**src/rtl/div_share_scheduler.sv**
```systemverilog
// div_share_scheduler
// Shares one 8-bit divider between NREQ requesters using round-robin arbitration.
// One operation is in flight at a time. A zero divisor is answered locally
// without launching the divider. A watchdog aborts the operation if the
// divider's busy handshake never completes.

module div_share_scheduler #(
   parameter int NREQ    = 4,
   parameter int IDW     = 2,
   parameter int TIMEOUT = 16
) (
   input  logic              clk,
   input  logic              reset,
   input  logic [NREQ-1:0]   req,
   input  logic [8*NREQ-1:0] req_dividend,
   input  logic [8*NREQ-1:0] req_divisor,
   output logic [NREQ-1:0]   gnt,
   output logic              rsp_valid,
   output logic [IDW-1:0]    rsp_id,
   output logic [7:0]        rsp_quotient,
   output logic [7:0]        rsp_remainder,
   output logic              rsp_dbz,
   output logic              rsp_err,
   output logic              div_start,
   output logic [7:0]        div_dividend,
   output logic [7:0]        div_divisor,
   input  logic              div_busy,
   input  logic [7:0]        div_quotient,
   input  logic [7:0]        div_remainder
);

   localparam int CW = (TIMEOUT > 1) ? $clog2(TIMEOUT) : 1;

   typedef enum logic [1:0] {
      IDLE  = 2'd0,
      ISSUE = 2'd1,
      RUN   = 2'd2
   } state_t;

   state_t            state_q, state_d;
   logic [IDW-1:0]    ptr_q, ptr_d;
   logic [NREQ-1:0]   gnt_q, gnt_d;
   logic              rsp_valid_q, rsp_valid_d;
   logic [IDW-1:0]    rsp_id_q, rsp_id_d;
   logic [7:0]        rsp_quotient_q, rsp_quotient_d;
   logic [7:0]        rsp_remainder_q, rsp_remainder_d;
   logic              rsp_dbz_q, rsp_dbz_d;
   logic              rsp_err_q, rsp_err_d;
   logic [7:0]        div_dividend_q, div_dividend_d;
   logic [7:0]        div_divisor_q, div_divisor_d;
   logic              seen_busy_q, seen_busy_d;
   logic [CW-1:0]     cnt_q, cnt_d;

   logic              win_found;
   logic [IDW-1:0]    win_idx;
   logic [NREQ-1:0]   win_onehot;
   logic [7:0]        win_dividend;
   logic [7:0]        win_divisor;

   logic              hi_found;
   logic [IDW-1:0]    hi_idx;
   logic [7:0]        hi_dividend;
   logic [7:0]        hi_divisor;
   logic              lo_found;
   logic [IDW-1:0]    lo_idx;
   logic [7:0]        lo_dividend;
   logic [7:0]        lo_divisor;

   // Round-robin pick: lowest requester above ptr wins, otherwise lowest overall (wrap)
   always_comb begin
      hi_found    = 1'b0;
      hi_idx      = '0;
      hi_dividend = '0;
      hi_divisor  = '0;
      lo_found    = 1'b0;
      lo_idx      = '0;
      lo_dividend = '0;
      lo_divisor  = '0;
      for (int i = NREQ - 1; i >= 0; i--) begin
         if (req[i]) begin
            lo_found    = 1'b1;
            lo_idx      = IDW'(i);
            lo_dividend = req_dividend[8*i +: 8];
            lo_divisor  = req_divisor[8*i +: 8];
            if (i > int'(ptr_q)) begin
               hi_found    = 1'b1;
               hi_idx      = IDW'(i);
               hi_dividend = req_dividend[8*i +: 8];
               hi_divisor  = req_divisor[8*i +: 8];
            end
         end
      end
      win_found    = hi_found | lo_found;
      win_idx      = hi_found ? hi_idx      : lo_idx;
      win_dividend = hi_found ? hi_dividend : lo_dividend;
      win_divisor  = hi_found ? hi_divisor  : lo_divisor;
      win_onehot   = '0;
      for (int i = 0; i < NREQ; i++) begin
         if (win_found && (win_idx == IDW'(i))) begin
            win_onehot[i] = 1'b1;
         end
      end
   end

   // Next-state and next-output computation for the IDLE/ISSUE/RUN sequencer
   always_comb begin
      state_d         = state_q;
      ptr_d           = ptr_q;
      gnt_d           = '0;
      rsp_valid_d     = 1'b0;
      rsp_id_d        = rsp_id_q;
      rsp_quotient_d  = rsp_quotient_q;
      rsp_remainder_d = rsp_remainder_q;
      rsp_dbz_d       = rsp_dbz_q;
      rsp_err_d       = rsp_err_q;
      div_dividend_d  = div_dividend_q;
      div_divisor_d   = div_divisor_q;
      seen_busy_d     = seen_busy_q;
      cnt_d           = cnt_q;

      unique case (state_q)
         IDLE: begin
            if (win_found) begin
               gnt_d          = win_onehot;
               rsp_id_d       = win_idx;
               ptr_d          = win_idx;
               div_dividend_d = win_dividend;
               div_divisor_d  = win_divisor;
               state_d        = ISSUE;
            end
         end
         ISSUE: begin
            if (div_divisor_q == 8'd0) begin
               rsp_valid_d     = 1'b1;
               rsp_dbz_d       = 1'b1;
               rsp_err_d       = 1'b0;
               rsp_quotient_d  = 8'hFF;
               rsp_remainder_d = 8'hFF;
               state_d         = IDLE;
            end else begin
               seen_busy_d = 1'b0;
               cnt_d       = '0;
               state_d     = RUN;
            end
         end
         RUN: begin
            cnt_d = cnt_q + CW'(1);
            if (div_busy) begin
               seen_busy_d = 1'b1;
            end
            if (seen_busy_q && !div_busy) begin
               rsp_valid_d     = 1'b1;
               rsp_dbz_d       = 1'b0;
               rsp_err_d       = 1'b0;
               rsp_quotient_d  = div_quotient;
               rsp_remainder_d = div_remainder;
               state_d         = IDLE;
            end else if (cnt_q == CW'(TIMEOUT - 1)) begin
               rsp_valid_d     = 1'b1;
               rsp_dbz_d       = 1'b0;
               rsp_err_d       = 1'b1;
               rsp_quotient_d  = 8'hFF;
               rsp_remainder_d = 8'hFF;
               state_d         = IDLE;
            end
         end
         default: begin
            state_d = IDLE;
         end
      endcase
   end

   // State and registered outputs; reset abandons any operation in flight
   always_ff @(posedge clk or posedge reset) begin
      if (reset) begin
         state_q         <= IDLE;
         ptr_q           <= IDW'(NREQ - 1);
         gnt_q           <= '0;
         rsp_valid_q     <= 1'b0;
         rsp_id_q        <= '0;
         rsp_quotient_q  <= '0;
         rsp_remainder_q <= '0;
         rsp_dbz_q       <= 1'b0;
         rsp_err_q       <= 1'b0;
         div_dividend_q  <= '0;
         div_divisor_q   <= '0;
         seen_busy_q     <= 1'b0;
         cnt_q           <= '0;
      end else begin
         state_q         <= state_d;
         ptr_q           <= ptr_d;
         gnt_q           <= gnt_d;
         rsp_valid_q     <= rsp_valid_d;
         rsp_id_q        <= rsp_id_d;
         rsp_quotient_q  <= rsp_quotient_d;
         rsp_remainder_q <= rsp_remainder_d;
         rsp_dbz_q       <= rsp_dbz_d;
         rsp_err_q       <= rsp_err_d;
         div_dividend_q  <= div_dividend_d;
         div_divisor_q   <= div_divisor_d;
         seen_busy_q     <= seen_busy_d;
         cnt_q           <= cnt_d;
      end
   end

   // The divider start is a single-cycle strobe during ISSUE, suppressed for a zero divisor
   always_comb begin
      div_start = (state_q == ISSUE) && (div_divisor_q != 8'd0);
   end

   assign gnt           = gnt_q;
   assign rsp_valid     = rsp_valid_q;
   assign rsp_id        = rsp_id_q;
   assign rsp_quotient  = rsp_quotient_q;
   assign rsp_remainder = rsp_remainder_q;
   assign rsp_dbz       = rsp_dbz_q;
   assign rsp_err       = rsp_err_q;
   assign div_dividend  = div_dividend_q;
   assign div_divisor   = div_divisor_q;

endmodule

```
**config.mk**
```make
export PLATFORM = sky130hd
export DESIGN_NAME = div_share_scheduler
export DESIGN_NICKNAME = d
export VERILOG_FILES = /design/src/rtl/div_share_scheduler.sv
export SDC_FILE = /design/constraint.sdc
export NUM_CORES = 1
export LEC_CHECK = 0
export CORE_MARGIN = 8
export CORE_UTILIZATION = 45
export CTS_CLUSTER_SIZE = 14
export DETAILED_ROUTE_END_ITERATION = 10
export HOLD_SLACK_MARGIN = 0.08
export PLACE_DENSITY_LB_ADDON = 0.25
export RECOVER_POWER = 25
export SYNTH_ARGS = -nofsm -noshare
export SYNTH_HDL_FRONTEND = slang
export SYNTH_SLANG_ARGS = --single-unit
export TNS_END_PERCENT = 20
```
**constraint.sdc**
```tcl
create_clock -name clk -period 2.2 [get_ports clk]
set_clock_uncertainty 0.05 [all_clocks]
set_input_delay 0.22 -clock clk [delete_from_list [all_inputs] [get_ports clk]]
set_output_delay 0.22 -clock clk [all_outputs]
set_load 0.03 [all_outputs]
```
==> results of run 1 <==
[layer usage]
| metal | track usage [%] | part of all wire [%] | vias to the layer above |
|---|---|---|---|
| li1 | - | - | 1647 |
| met1 | 26.83 | 41 | 1733 |
| met2 | 36.97 | 48 | 220 |
| met3 | 4.837 | 9.1 | 22 |
| met4 | 7.788 | 1.8 | 0 |
| met5 | 0 | 0 | - |
[cell usage after synthesis, types with 2 or more instances]
| cell | instances | area [um2] |
|---|---|---|
| a211o_1 | 9 | 78.83 |
| a211oi_1 | 6 | 45.04 |
| a21boi_0 | 2 | 15.01 |
| a21oi_1 | 23 | 115.1 |
| a221o_1 | 10 | 100.1 |
| a221oi_1 | 6 | 52.55 |
| a22o_1 | 8 | 70.07 |
| a22oi_1 | 6 | 45.04 |
| a2bb2oi_1 | 3 | 26.28 |
| a31oi_1 | 12 | 75.07 |
| a32oi_1 | 9 | 78.83 |
| and3_1 | 2 | 12.51 |
| buf_2 | 13 | 65.06 |
| buf_4 | 4 | 30.03 |
| buf_6 | 2 | 22.52 |
| clkbuf_1 | 11 | 41.29 |
| dfrtp_1 | 48 | 1201 |
| dfstp_2 | 2 | 52.55 |
| ha_1 | 5 | 62.56 |
| inv_1 | 19 | 71.32 |
| mux2_2 | 2 | 22.52 |
| nand2_1 | 39 | 146.4 |
| nand2b_1 | 7 | 43.79 |
| nand3_1 | 9 | 45.04 |
| nand3b_1 | 15 | 112.6 |
| nor2_1 | 10 | 37.54 |
| nor2b_1 | 5 | 31.28 |
| nor3_1 | 4 | 20.02 |
| nor4_2 | 2 | 25.02 |
| o211ai_1 | 9 | 67.56 |
| o21a_1 | 4 | 30.03 |
| o21ai_0 | 5 | 25.02 |
| o22a_1 | 17 | 148.9 |
| o22ai_1 | 3 | 18.77 |
| o31ai_1 | 4 | 30.03 |
| o31ai_2 | 2 | 25.02 |
| o32a_1 | 6 | 60.06 |
| or4_1 | 2 | 15.01 |
[report_power, final]
| group | internal [W] | switching [W] |
|---|---|---|
| sequential | 0.00125 | 0.000275 |
| clock | 0.000224 | 0.000320 |
| combinational | 0.00145 | 0.00184 |
| total | 0.00292 | 0.00243 |
[flip-flops by register name, summed over array words and instances (netlist names)]
register	count
seen_busy_q	1
rsp_remainder	8
rsp_valid	1
div_divisor	8
rsp_dbz	1
rsp_id	2
gnt	4
div_dividend	8
cnt_q	4
rsp_quotient	8
state_q	2
rsp_err	1
ptr_q	2
[critical path, cell delays in order, from the launching register on]
cell and delay, ps:
dfrtp_1 410, inv_1 110, ha_1 360, nor2b_1 170
a31oi_1 70, nor2_2 560, o22a_1 230
[timing repair]
item / CTS / global route
resized for setup: 1 / 3
endpoints found under the setup margin: 1 / 5
hold buffers: 0 / 0
[cell type report]
type                            count  area share [%]
Clock buffer                        5           1.424
Tap cell                           99           2.563
Inverter                           20           1.554
Clock inverter                      3          0.4402
Timing Repair Buffer              151           30.19
Sequential cell                    50           25.95
Multi-Input combinational cell    258           37.88
[cells by family after synthesis]
kind of cell             count (synthesis)  share of synthesized area, %
multiplexers                             2                        0.6774
AO/OA/AOI/OAI                          153                         37.00
adder cells (fa/ha/maj)                  5                         1.882
buffers and inverters                   52                         7.301
AND/OR/NAND/NOR                         98                         15.43
flip-flops                              50                         37.71
[worst paths after layout]
check	slack [ps]	cells after the start	end
worst max-delay path	170	6	rsp_quotient[1]
worst max register to register	170	6	rsp_quotient[1]
worst min register to register	450	2	div_dividend[4]
min in group asynchronous	700	3	div_dividend[0]
worst min-delay path	450	2	div_dividend[4]
max in group asynchronous	650	3	div_divisor[3]
[per-stage QoR]
step	hold slack [ps]	std cells	total power (W)	utilization (%)	cell area, um2
finish	449.7	586	0.005356	66.98	4832
global route	451.8	586	0.005668	66.98	4832
CTS	234.0	586	0.005364	67.20	4848
detailed placement	424.7	578	0.004822	65.97	4760
global placement	415.0	578	0.004715	65.97	4760
floorplan	296.0	360	0.003549	-	3324
==> qor.yml, run 1 <==
yosys_register_bits: 50
boundaryPins: 129
finalSetupViolCount: 0
postSynth.asyncResetShare_pct: 100.0
clkTransAtPathRegs_ps: 100
dp_slack_ps: 6.578
final_common_cell: "clkdlybuf4s50_1"
grt_pass1_wl_um: 18310
grt_pass1_vias: 3688
die_h_um: 102.0
cts_max_path_buffers: 2
grt_max_degree: 51
initial_core_util_pct: 46.08
hp-start: "div_dividend[4]"
syn_to_final_growth_pct: 45.35
die-area_um2: 10390
hp-class: "reg2reg"
worstSetupPathType: "reg2reg"
clk_latency_ps: 310
seqCellArea_um2: 1254
wirelength_um: 11420
drc: 0
p_leak_nw: 1.917
n_fill_cell: 580
fmax_ghz: 0.4918
num_vias: 3622
dieWidth_um: 102.0
multi_input_area_um2: 1831
end_kind: "flip-flop"
drt_first_pass_iters: 4
cts_made_buffers: 5
syn_area_um2: 3324
start_kind: "flip-flop"
hold_violations: 0
numPortBuffers: 128
seq_area_frac_synth_pct: 37.71
rows: 31
max_cap_violations: 0
gp_congestion: 0.8772
root_buffer: "clkbuf_8"
run_status: "finished, final reports clean"
final_max_slew_viol_count: 0
fin_tns_setup_ps: 0
r2r-start: "state_q[0]"
rsz0062_at_grt: "no"
crit_fanout: 17
viasPerCell: 6.181
dp_hpwl_um: 8789
core_area_um2: 7214
h-tree-depth: 2
setup_slack_ps: 166.7
fin_crit_sh_pct: 92.42
slew_headroom_pct: 18.12
drive_above_1_share_pct: 9.446
n_antenna_cell: 0
cts_tree: "yes"
peakVddDrop_v: 0.0004307
wl_per_cell_um: 19.49
power_density_nw_per_um2: 1108
grt_use_total_pct: 21.91
grt_overflow_total: 0
drtIter0Drc: 292
antenna_found_initial: 0
synth.distinct_cells: 53
ys_warn_count: 0
ant_nets: 0
arrival_ps: 2220
worstMarginPinSlew_ps: 1228
synth_edf_count: 0
crit_path_start: "state_q[0]"
required_ps: 2390
layout_common_cells: "clkdlybuf4s50_1 (126), dfrtp_1 (48), nand2_1 (39)"
syn_nets: 452
yosys_most_used_dff: "dfrtp_1"
cts.sinks: 50
fin_crit_ps: 2033
final_net_count: 578
syn_inst: 360
syn_area_per_cell_um2: 9.235
post-cts-setup-buffers: 0
No activity file was read; power rests on OpenSTA's default activity.
==> run 2, diff against run 1 <==
--- a/config.mk
+++ b/config.mk
@@ -12,6 +12,7 @@
 export HOLD_SLACK_MARGIN = 0.08
 export PLACE_DENSITY_LB_ADDON = 0.25
 export RECOVER_POWER = 25
+export REMOVE_ABC_BUFFERS = 1
 export SYNTH_ARGS = -nofsm -noshare
 export SYNTH_HDL_FRONTEND = slang
 export SYNTH_SLANG_ARGS = --single-unit
==> constraint.sdc (replaced) <==
create_clock -name clk -period 2.2 [get_ports clk]
set_clock_uncertainty 0.05 [all_clocks]
set_input_delay 0.22 -clock clk [delete_from_list [all_inputs] [get_ports clk]]
set_output_delay 0.22 -clock clk [all_outputs]
set_load 0.1 [all_outputs]
==> qor.yml, run 2 (synthesis gave the netlist of run 1 again) <==
fin_crit_sh_pct: 89.87
post-cts-setup-buffers: 0
fin_crit_ps: 1977
viasPerCell: 6.049
crit_path_top_delay_cell: "dfrtp_1"
core_area_um2: 7214
crit_chain: "nor4_2 -> nand3_1 -> and4b_1 -> a211o_1"
clk_latency_ps: 300
layout_common_cells: "clkdlybuf4s50_1 (85), buf_4 (64), dfrtp_1 (48)"
p_total_w: 0.006798
arrival_ps: 2110
cpPeakStageDelay_ps: 440
final_net_count: 580
h-tree-depth: 2
required_ps: 2340
p_leak_nw: 1.973
die-area_um2: 10390
antenna_found_initial: 0
wirelength_um: 11140
end_kind: "flip-flop"
numPortBuffers: 128
grt_use_total_pct: 20.73
finalSetupViolCount: 0
hold_violations: 0
drc: 0
grt_pass1_vias: 3560
worstSetupPathType: "reg2reg"
boundaryPins: 129
ctsHoldBuffers: 0
hp-class: "reg2reg"
dp_slack_ps: -18.66
syn_to_final_growth_pct: 44.03
cts_tree: "yes"
n_fill_cell: 617
dp_hpwl_um: 8546
rows: 31
start_kind: "flip-flop"
crit_fanout: 9
drtIter0Drc: 159
grt_pass1_wl_um: 17450
ant_nets: 0
max_cap_violations: 0
drt_first_pass_iters: 5
final_max_slew_viol_count: 0
cts.sinks: 50
wl_per_cell_um: 18.94
ctsResizeCount: 0
peakVddDrop_v: 0.0009064
drive_above_1_share_pct: 18.20
grt_max_degree: 39
final_common_cell: "clkdlybuf4s50_1"
num_vias: 3557
root_buffer: "clkbuf_8"
n_antenna_cell: 0
rsz0062_at_grt: "no"
cts_made_buffers: 5
cts_max_path_buffers: 2
power_density_nw_per_um2: 1420
initial_core_util_pct: 46.08
worstMarginPinSlew_ps: 799.8
grt_overflow_total: 0
slew_headroom_pct: 46.62
run_status: "finished, final reports clean"
die_h_um: 102.0
dieWidth_um: 102.0
fmax_ghz: 0.5058
gp_congestion: 0.8785
setup_slack_ps: 222.8
clkTransAtPathRegs_ps: 100
run 2: worst paths after layout:
kind / endpoint / depth (start not counted) / slack [ps] / from
setup / recovery: cnt_q[2] / 4 / 220 / div_divisor[5]
hold / removal: rsp_id[1] / 2 / 440 / rsp_id[1]
setup reg to reg: cnt_q[2] / 4 / 220 / div_divisor[5]
hold reg to reg: rsp_id[1] / 2 / 440 / rsp_id[1]
max in group asynchronous: cnt_q[1] / 3 / 450 / reset
min in group asynchronous: rsp_remainder[2] / 2 / 450 / reset
run 2: metrics by stage:
stage	setup TNS, ps	std cells	hold slack [ps]	area [um2]	util, %
2_1_floorplan	-23090	328	296.0	3157	-
3_3_place_gp	0	580	419.2	4682	64.90
3_5_place_dp	-18.66	580	419.4	4682	64.90
4_1_cts	0	588	205.9	4796	66.48
5_1_grt	0	588	456.0	4788	66.37
6_report	0	588	443.2	4788	66.37
run 2: cell type report:
| cell class | count | area (um2) | area share, % |
|---|---|---|---|
| multi-input combinational | 258 | 1836 | 38.33 |
| clock buffer | 5 | 68.82 | 1.437 |
| sequential | 50 | 1254 | 26.18 |
| inverter | 20 | 75.07 | 1.568 |
| timing repair buffer | 153 | 1386 | 28.95 |
| tap | 99 | 123.9 | 2.587 |
| clock inverter | 3 | 45.04 | 0.9407 |
run 2: worst max-delay path, delay by kind of cell, from the launching register on:
family	cells	cell delay [ps]
AOI/OAI and AO/OA	1	270
and+or+nand+nor	3	1100
DFF	1	440
run 2: power breakdown:
part,internal [W],total (W),switching [W]
sequential,0.00125,0.00149,0.000236
combinational,0.00141,0.00465,0.00324
clock,0.000339,0.000668,0.000329
run 2: per-layer routing:
| layer | global-route usage (%) | routed length (um) | vias up |
|---|---|---|---|
| met1 | 24.76 | 4586 | 1701 |
| li1 | - | - | 1653 |
| met4 | 5.530 | 101 | 0 |
| met3 | 5.518 | 1051 | 14 |
| met2 | 35.87 | 5400 | 189 |
| met5 | 0 | 0 | - |
==> run 3, diff against run 2 <==
==> constraint.sdc (replaced) <==
create_clock -name clk -period 2.2 [get_ports clk]
set_clock_uncertainty 0.05 [all_clocks]
set_input_delay 0.22 -clock clk [delete_from_list [all_inputs] [get_ports clk]]
set_output_delay 0.22 -clock clk [all_outputs]
set_load 0.05 [all_outputs]
==> qor.yml, run 3 (synthesis gave the netlist of run 1 again) <==
run_status: "finished, final reports clean"
p_seq_share_pct: 25.7
cts_made_buffers: 5
grt_use_total_pct: 21.58
numPortBuffers: 128
slew_headroom_pct: 42.69
drtIter0Drc: 264
post-cts-setup-buffers: 0
layout_common_cells: "clkdlybuf4s50_1 (126), dfrtp_1 (48), nand2_1 (39)"
p_sw_share_pct: 48.77
grt_pass1_vias: 3723
peakVddDrop_v: 0.0007682
cts_tree: "yes"
start_kind: "primary input"
n_fill_cell: 602
drt_first_pass_iters: 7
p_int_w: 0.002972
cts.sinks: 50
fin_crit_ps: 1957
arrival_ps: 2110
rrSetupSlack_ps: 260
initial_core_util_pct: 46.08
crit_path_top_delay_cell: "clkdlybuf4s50_1"
viasPerCell: 6.099
hold_violations: 0
cpPeakStageDelay_ps: 490
p_comb_share_pct: 64.9
final_max_slew_viol_count: 0
cts_max_path_buffers: 2
wl_per_cell_um: 19.33
drive_above_1_share_pct: 9.611
ant_nets: 0
final_cells: 588
fin_crit_sh_pct: 88.96
n_antenna_cell: 0
worstSetupPathType: "in2reg"
placedCellCount: 580
placed_area_um2: 4785
end_kind: "flip-flop"
max_cap_violations: 0
gp_congestion: 0.8967
hp-class: "reg2reg"
p_total_w: 0.005802
finalSetupViolCount: 0
required_ps: 2350
rsz0062_at_grt: "no"
dp_hpwl_um: 8610
syn_to_final_growth_pct: 46.33
p_leak_nw: 1.929
clk_latency_ps: 300
rows: 31
antenna_found_initial: 0
grt_pass1_wl_um: 18040
crit_fanout: 12
dieWidth_um: 102.0
core_area_um2: 7214
die-area_um2: 10390
boundaryPins: 129
worstMarginPinSlew_ps: 858.7
die_h_um: 102.0
r2r_end: "div_dividend[6]"
crit_chain: "clkdlybuf4s50_1 -> buf_4 -> nand2b_1 -> buf_4 -> o22ai_1 -> a22oi_1 -> o31ai_1"
drc: 0
grt_max_degree: 39
design_area_um2: 4865
p_sw_w: 0.002829
crit_end: "div_dividend[6]"
final_net_count: 580
r2r-start: "ptr_q[1]"
clkTransAtPathRegs_ps: 90
worst-r2r-cell-count: 5
hold_ws_ps: 442.3
cp_common_cell: "buf_4"
crit_path_start: "req[1]"
final_common_cell: "clkdlybuf4s50_1"
grt_overflow_total: 0
root_buffer: "clkbuf_8"
h-tree-depth: 2
fmax_ghz: 0.5110
clock_power_share_pct: 9.4
wirelength_um: 11360
num_vias: 3586
power_density_nw_per_um2: 1193
[run 3: cell count changes in the layout (fill, tap and decap cells not counted), sizes merged]
| cell | change |
|---|---|
| clkbuf | +1 |
| clkdlybuf4s50 | +41 |
| bufinv | -1 |
| buf | -41 |
[run 3: power by group through the flow]
stage	clock (W)	sequential [W]	combinational, W
3_3_place_gp	0	0.00149	0.00367
3_5_place_dp	0	0.00150	0.00375
6_report	0.000544	0.00149	0.00376
2_1_floorplan	0	0.00240	0.00141
5_1_grt	0.000591	0.00154	0.00400
4_1_cts	0.000550	0.00149	0.00375
[run 3: layer usage]
metal	vias up	wire [um]	global-route usage, %
li1	1651	-	-
met1	1737	4719	25.29
met2	185	5562	37.27
met3	13	942	5.245
met4	0	140	8.014
met5	-	0	0
[run 3: worst min path at each step]
stage,from,end,slack [ps],depth (start not counted)
3_5_place_dp,div_dividend[2],div_dividend[2],430,2
4_1_cts,reset,rsp_remainder[4],220,2
6_report,rsp_id[1],rsp_id[1],440,2
2_1_floorplan,div_quotient[0],rsp_quotient[0],300,1
3_3_place_gp,rsp_id[1],rsp_id[1],420,2
5_1_grt,div_remainder[6],rsp_remainder[6],440,2
[run 3: critical path, delay by kind of cell]
kind	cells	cell delay [ps]
and+or+nand+nor	1	100
AOI/OAI and AO/OA	3	910
buffers and inverters	3	870
[run 3: per-stage QoR]
stage	TNS (ps)	util, %	setup WS [ps]
detailed placement	-134.4	66.32	-78.09
CTS	0	67.53	135.2
finish	0	67.43	242.9
floorplan	-3551	-	-221.9
global placement	0	66.32	42.44
global route	0	67.43	120.2
[run 3: cell type report]
class	count	area [um2]	share of cell area [%]
Inverter	20	75.07	1.543
Clock inverter	2	15.01	0.3086
Timing Repair Buffer	153	1489	30.61
Sequential cell	50	1254	25.77
Multi-Input combinational cell	258	1836	37.73
Tap cell	99	123.9	2.546
Clock buffer	6	72.57	1.492
[run 3: timing repair]
action | 4_1_cts | 5_1_grt
setup endpoints to repair | 0 | 9
hold buffers | 0 | 0
hold endpoints to repair | 0 | 0
gates resized for setup | 0 | 2
